[config.mk]
export PLATFORM = sky130hd
export DESIGN_NAME = fork_cond2_ctrl_2ph
export DESIGN_NICKNAME = d
export VERILOG_FILES = /design/src/rtl/fork_cond2_ctrl_2ph.sv
export SDC_FILE = /design/constraint.sdc
export NUM_CORES = 1
export LEC_CHECK = 0
export ABC_AREA = 1
export ABC_CLOCK_PERIOD_IN_PS = 3100
export CORE_MARGIN = 8
export CORE_UTILIZATION = 50
export CTS_CLUSTER_DIAMETER = 50
export CTS_CLUSTER_SIZE = 10
export DETAILED_ROUTE_END_ITERATION = 8
export GPL_TIMING_DRIVEN = 1
export PLACE_DENSITY = 0.74
export SLEW_MARGIN = 20
export SYNTH_ARGS = -nofsm -noshare
export SYNTH_HDL_FRONTEND = slang
export SYNTH_SLANG_ARGS = --single-unit
export TNS_END_PERCENT = 100
[constraint.sdc]
create_clock -name clk -period 3.1 [get_ports clk]
set_input_delay 0.775 -clock clk [delete_from_list [all_inputs] [get_ports clk]]
set_output_delay 0.775 -clock clk [all_outputs]
set_load 0.005 [all_outputs]
[src/rtl/fork_cond2_ctrl_2ph.sv]
// fork_cond2_ctrl_2ph
// Clocked sequencer driving a 2-channel conditional fork over a 2-phase
// single-rail channel. It latches the routing condition, holds it through
// a setup window, toggles r once, and waits for the matching ack phase.
// It also counts completed tokens per branch and flags ack timeouts.
module fork_cond2_ctrl_2ph #(
  parameter int CNT_W       = 16,
  parameter int SETUP_CYC   = 2,
  parameter int TIMEOUT     = 1024,
  parameter int SYNC_STAGES = 2
) (
  input  logic             clk,
  input  logic             rst,
  input  logic             cmd_valid,
  output logic             cmd_ready,
  input  logic [1:0]       cmd_mask,
  output logic             r,
  input  logic             a,
  output logic             cond1,
  output logic             cond2,
  output logic             busy,
  output logic [CNT_W-1:0] cnt1,
  output logic [CNT_W-1:0] cnt2,
  output logic             err_timeout,
  input  logic             err_clr
);

  localparam int SW = (SETUP_CYC > 1) ? $clog2(SETUP_CYC) : 1;
  localparam int TW = $clog2(TIMEOUT + 1);
  localparam logic [CNT_W-1:0] CNT_MAX = '1;

  typedef enum logic [1:0] {
    IDLE,
    SETUP,
    WAIT
  } state_t;

  state_t state_q, state_d;

  logic [SYNC_STAGES-1:0] aSync_q;
  logic                   aS;

  logic [SW-1:0]    setupCnt_q, setupCnt_d;
  logic [TW-1:0]    waitCnt_q, waitCnt_d;
  logic             r_q, r_d;
  logic             cond1_q, cond1_d;
  logic             cond2_q, cond2_d;
  logic [CNT_W-1:0] cnt1_q, cnt1_d;
  logic [CNT_W-1:0] cnt2_q, cnt2_d;
  logic             err_q, err_d;

  logic acceptToken;
  logic setupLast;
  logic ackDone;
  logic timeoutHit;

  assign aS = aSync_q[SYNC_STAGES-1];

  assign acceptToken = (state_q == IDLE) && cmd_valid && (cmd_mask != 2'b00);
  assign setupLast   = (state_q == SETUP) && (setupCnt_q == SW'(SETUP_CYC - 1));
  assign ackDone     = (state_q == WAIT) && (aS == r_q);
  assign timeoutHit  = (state_q == WAIT) && !ackDone && (waitCnt_q == TW'(TIMEOUT - 1));

  // Bring the asynchronous ack into the clock domain through a flop chain
  always_ff @(posedge clk) begin
    if (rst) begin
      aSync_q <= '0;
    end else begin
      aSync_q <= {aSync_q[SYNC_STAGES-2:0], a};
    end
  end

  // FSM state register
  always_ff @(posedge clk) begin
    if (rst) begin
      state_q <= IDLE;
    end else begin
      state_q <= state_d;
    end
  end

  // FSM next-state: zero masks are dropped in IDLE, a token cannot be aborted once r toggles
  always_comb begin
    state_d = state_q;
    case (state_q)
      IDLE:    if (acceptToken) state_d = SETUP;
      SETUP:   if (setupLast)   state_d = WAIT;
      WAIT:    if (ackDone)     state_d = IDLE;
      default: state_d = IDLE;
    endcase
  end

  // FSM outputs: handshake and status derive only from the state register
  always_comb begin
    cmd_ready = (state_q == IDLE);
    busy      = (state_q != IDLE);
  end

  // Datapath next-state: condition latch, r toggle, counters and sticky timeout flag
  always_comb begin
    setupCnt_d = setupCnt_q;
    waitCnt_d  = waitCnt_q;
    r_d        = r_q;
    cond1_d    = cond1_q;
    cond2_d    = cond2_q;
    cnt1_d     = cnt1_q;
    cnt2_d     = cnt2_q;
    err_d      = err_q;

    if (acceptToken) begin
      cond1_d    = cmd_mask[0];
      cond2_d    = cmd_mask[1];
      setupCnt_d = '0;
    end

    if (state_q == SETUP) begin
      if (setupLast) begin
        r_d       = ~r_q;
        waitCnt_d = '0;
      end else begin
        setupCnt_d = setupCnt_q + 1'b1;
      end
    end

    if ((state_q == WAIT) && !ackDone && (waitCnt_q != TW'(TIMEOUT))) begin
      waitCnt_d = waitCnt_q + 1'b1;
    end

    if (ackDone) begin
      if (cond1_q && (cnt1_q != CNT_MAX)) cnt1_d = cnt1_q + 1'b1;
      if (cond2_q && (cnt2_q != CNT_MAX)) cnt2_d = cnt2_q + 1'b1;
    end

    if (timeoutHit) begin
      err_d = 1'b1;
    end else if (err_clr) begin
      err_d = 1'b0;
    end
  end

  // Datapath registers; r and cond feed the async fork straight from these flops
  always_ff @(posedge clk) begin
    if (rst) begin
      setupCnt_q <= '0;
      waitCnt_q  <= '0;
      r_q        <= 1'b0;
      cond1_q    <= 1'b0;
      cond2_q    <= 1'b0;
      cnt1_q     <= '0;
      cnt2_q     <= '0;
      err_q      <= 1'b0;
    end else begin
      setupCnt_q <= setupCnt_d;
      waitCnt_q  <= waitCnt_d;
      r_q        <= r_d;
      cond1_q    <= cond1_d;
      cond2_q    <= cond2_d;
      cnt1_q     <= cnt1_d;
      cnt2_q     <= cnt2_d;
      err_q      <= err_d;
    end
  end

  assign r           = r_q;
  assign cond1       = cond1_q;
  assign cond2       = cond2_q;
  assign cnt1        = cnt1_q;
  assign cnt2        = cnt2_q;
  assign err_timeout = err_q;

endmodule

== Word-level counts from Yosys, hierarchy flattened ==
Cells that the tools add are included.

* Register bits after elaboration: 52
* Bits in latches: 0
* Bits in writable memories: 0
* Memory bits (read-only): 0
* Output and inout port bits: 38
* Memories kept: 0

* Add/sub/neg operators: 4
* $mul: 0
* Divide/modulo/power cells: 0
* Magnitude comparators: 0
* Equality and inequality tests: 10
* Shifts and indexed selects: 0
* Mux-type cells: 12
* Bitwise operators: 1
* Reduce and logical (&&, ||, !) cells: 21

{| class="wikitable"
|+ Operator list
! operator !! count
|-
| $mux W11 || 3
|-
| $add A16 B1 Y16 const B || 2
|-
| $ne A16 B16 Y1 const B || 2
|-
| $add A11 B1 Y11 const B || 1
|-
| $eq A11 B10 Y1 const B || 1
|-
| $ne A11 B11 Y1 const B || 1
|-
| $reduce_bool A2 Y1 || 5
|-
| $logic_and A1 B1 Y1 || 9
|-
| $reduce_and A2 Y1 || 4
|-
| $mux W2 || 3
|-
| $pmux W2 S3 || 1
|-
| $mux W1 || 5
|-
| $ne A2 B2 Y1 const B || 2
|-
| $reduce_and A3 Y1 || 1
|-
| $eq A2 B1 Y1 const B || 1
|-
| $eq A2 B2 Y1 const B || 1
|-
| $logic_not A2 Y1 || 1
|-
| $ne A2 B1 Y1 const B || 1
|-
| $add A1 B1 Y1 const B || 1
|-
| $eq A1 B1 Y1 || 1
|-
| $logic_not A1 Y1 || 1
|-
| $not A1 Y1 || 1
|}

== Depth between registers and ports, before layout ==
* Word-level depth: 7
* Gate-level depth with buffers: 10
* Gate-level depth less buffers: 10

== Worst setup path before layout ==
OpenSTA, ideal clock, no wires.

* Path kind: register to register
* Start point: register cnt1_q[0] (netlist: cnt1[0])
* End point: register cnt1_q[11] (netlist: cnt1[11])
* Setup time: 115 ps
* Data arrival time: 1,368 ps
* Slack: 1,617 ps
* Cell stages (with the launch flop): 10
* Period minus slack after synthesis: 1,483 ps
* Path through: dfxtp_1 ha_1 inv_1 nor2_2 nand2_2 nor2_2 nor2_2 buf_6 a21oi_1 nor2_1

* Word-level cells in the longest chain between the ends: 3

{| class="wikitable"
|+ Ends and longest elaborated chain
! item !! RTL line !! text
|-
| start: declaration || 48 || <nowiki>logic [CNT_W-1:0] cnt1_q, cnt1_d;</nowiki>
|-
| start signal: assignment || 158 || <nowiki>cnt1_q <= cnt1_d;</nowiki>
|-
| branches (longest 3 deep; another with $add A16 B1 Y16) || -- ||
|}

Several ways; the timed one is not identified.
A chain may end at the register's enable or synchronous reset.

== Final worst setup path ==
* Start point: register state_q[0]
* End point: output port busy

* Word-level cells in the longest chain between the ends: 1

{| class="wikitable"
|+ Ends and longest elaborated chain
! item !! RTL line !! text
|-
| start: declaration || 38 || <nowiki>state_t state_q, state_d;</nowiki>
|-
| start signal: assignment || 78 || <nowiki>state_q <= state_d;</nowiki>
|-
| $reduce_bool A2 Y1 || 96 || <nowiki>busy = (state_q != IDLE);</nowiki>
|-
| end: declaration || 21 || <nowiki>output logic busy,</nowiki>
|}

Every way passes these cells.

==> impl_results.md <==
- Status: complete, no violations
- Setup crit end kind: output pin
- Crit path cell chain: nor2_1 -> inv_1 -> clkdlybuf4s50_1
- Port Buffers: 44
- Initial antenna violation count: 0
- Slack of the critical path: 953 ps
- Post-layout total power: 1.14 mW
- Worst R2R Start: cnt2[0]
- Slew Limit Fails: 0
- Crit path max-delay family: buffers and inverters
- Critical path depth in cells: 3
- CTS tree: built
- Clock buffer depth: 2
- Core area: 5540 µm²
- Hold-fix buffers, CTS: 0
- FILL cells: 571
- R2r endpoint: cnt2[8]
- Routability cong.: 0.839
- Die Y-Extent: 92.0 µm
- #FFs+latches synth: 52
- Via count: 2,902
- Final Critical Period: 2150 ps
- Vias per cell: 5.11
- Fmax: 466 MHz
- Die area: 8460 µm²
- Max_slew headroom: 0.635
- Clk_lat worst skew: 300 ps
- CTS buffer count: 5
- Switch share: 0.227
- Slowest-stage cell, CP: clkdlybuf4s50_1
- R2R depth: 9
- Final hold vios: 0
- PostCTS Resize Cnt: 0
- Total gr overflow: 0
- Vias in the first global route: 2,699
- End point of the critical path: busy
- Final period util: 0.693
- Flop pwr share: 0.594
- Clock Power Share: 0.345
- Postcts setup bufs: 0
- Finished Core Util: 0.622
- First-pass GRT wire length: 12,000 µm
- Pre-CTS WS: 1130 ps
- Warnings from Yosys: 0
- Routed wire per std cell: 12.2 µm
- Overall routing resource usage: 0.165
- R2r setup slk: 1350 ps
- Cells after Synth: 453
- Die width: 92.0 µm
- # DRC: 0
- Leak: 1.20 nW
- Share of layout cells above drive strength 1: 0.0585
- Internal power: 0.885 mW
- Synthesized area: 2890 µm²
- Starting DRT DRC Count: 146
- Mean Syn Cell Area: 6.37 µm²
- Most used DFF post-synth: dfxtp_1
- Setup tns final: 0 ps
- Critical path class: reg2out
- Most common cell after layout, fill and taps aside: nand2_1
- RSZ-0062 raised after global routing: no
- Initial core utilization: 0.521
- Sequential cell area: 1040 µm²
- Drt total wl: 6900 µm
- Critical Path RT: 2320 ps
- Seq/Total Area, Yosys: 0.361
- Diode count: 0
- Worst min path class: reg2reg
- Power per cell area: 332 nW/µm²
- Critical path startpoint category: flip-flop
- Detailed placement HPWL: 5110 µm
- Crit path from: state_q[0]
- Setup violations, final: 0
- Hold path start: aSync_q[0]
- Area delta synth->final: 19.5%
- Largest net degree at the start of global routing: 32
- I/O pin cnt: 45
- Root buffer cell: clkbuf_8
- Clk sinks: 52
- Multi-input gate area: 1590 µm²
- First-pass DRT Iterations: 4
- Crit path max fanout: 4
- Sw Pwr: 0.260 mW
- H-tree depth: 2
- Post-Syn Nets: 464
- Max VDD drop: 0.177 mV
- Worst Path Arrival: 1370 ps
- Buf/Inv on CP: 2
- Nets@finish: 506
- Post-synth EDFFs: 0
- Clk slew on worst S/H paths: 90 ps
- Clock skew: 10.5 ps
- Rows: 27
- Comb power frac: 0.061
- Yosys cell types: 26
- ANT nets after route: 0
- Most frequent cells in the layout: 134 x nand2_1, 68 x nor2_1, 52 x dfxtp_1
- Maximum Capacitance Violations: 0
- Max stage delay on crit path: 510 ps
- Tightest Pin Transition: 545 ps
- Post-synth ARST share: 0
[logic make-up after synthesis]
logic type / count (synthesis) / synth area share
DFF: 52 / 0.361
adders and majority gates: 4 / 0.0173
and+or+nand+nor: 283 / 0.426
buffers and inverters: 58 / 0.0880
AOI/OAI and AO/OA: 49 / 0.0867
xor gates and xnor gates: 7 / 0.0212
[metal layers]
layer	share of wire	track usage	wire length [µm]	vias to the layer above
met5	0	0	0	-
met4	0.0087	0.0430	60	0
met3	0.049	0.0326	336	8
met2	0.49	0.291	3390	59
met1	0.45	0.199	3120	1314
li1	-	-	-	1521
[state kept, by name, indices dropped and copies added (netlist names)]
register     flops
r                1
err_timeout      1
setupCnt_q       1
cond1            1
cnt2            16
cnt1            16
aSync_q          2
cond2            1
waitCnt_q       11
state_q          2
[Yosys cell counts, types with 3 or more instances]
cell type	count	area, µm²
nand3_1	47	235
nor3_1	4	20.0
a21oi_1	41	205
nor2_1	68	255
nor2_4	3	33.8
xor2_1	6	52.6
buf_6	4	45.0
nand2_2	5	31.3
nand3b_1	5	37.5
nand4_1	6	37.5
inv_1	45	169
o21ai_0	5	25.0
clkbuf_1	5	18.8
ha_1	4	50.1
nor2_2	8	50.1
dfxtp_1	52	1040
nand2_1	134	503
[area by class of cell]
type                       count  area share
multi-input combinational    343       0.462
clock buffer                   8      0.0261
sequential                    52       0.302
tap                           72      0.0261
inverter                      46      0.0501
timing repair buffer          47       0.134
[per-stage QoR]
step	area [µm²]	hold slack, ps	instances
3_3_place_gp	3360	401	560
3_5_place_dp	3360	410	560
4_1_cts	3450	422	568
6_report	3450	418	568
2_1_floorplan	2890	388	453
5_1_grt	3450	464	568
[worst min-delay path by stage]
stage                  to  slack (ps)  cells past startpoint
2_1_floorplan  aSync_q[1]         390                      2
3_3_place_gp   aSync_q[1]         400                      2
3_5_place_dp   aSync_q[1]         410                      2
4_1_cts        aSync_q[1]         420                      2
5_1_grt        aSync_q[1]         460                      2
6_report       aSync_q[1]         420                      2
[tightest hold or removal path, stage by stage, from the launching register on]
cell and delay (ps):
dfxtp_1 310, inv_1 40, nor2_1 30
[power groups by stage]
stage / Sequential, mW / Combinational [mW] / Clock (mW)
2_1_floorplan: 0.694 / 0.0451 / 0
3_3_place_gp: 0.695 / 0.0687 / 0
3_5_place_dp: 0.695 / 0.0707 / 0
4_1_cts: 0.680 / 0.0709 / 0.407
5_1_grt: 0.681 / 0.0787 / 0.433
6_report: 0.680 / 0.0701 / 0.395
Note: power is estimated with default switching activity, not from simulation.
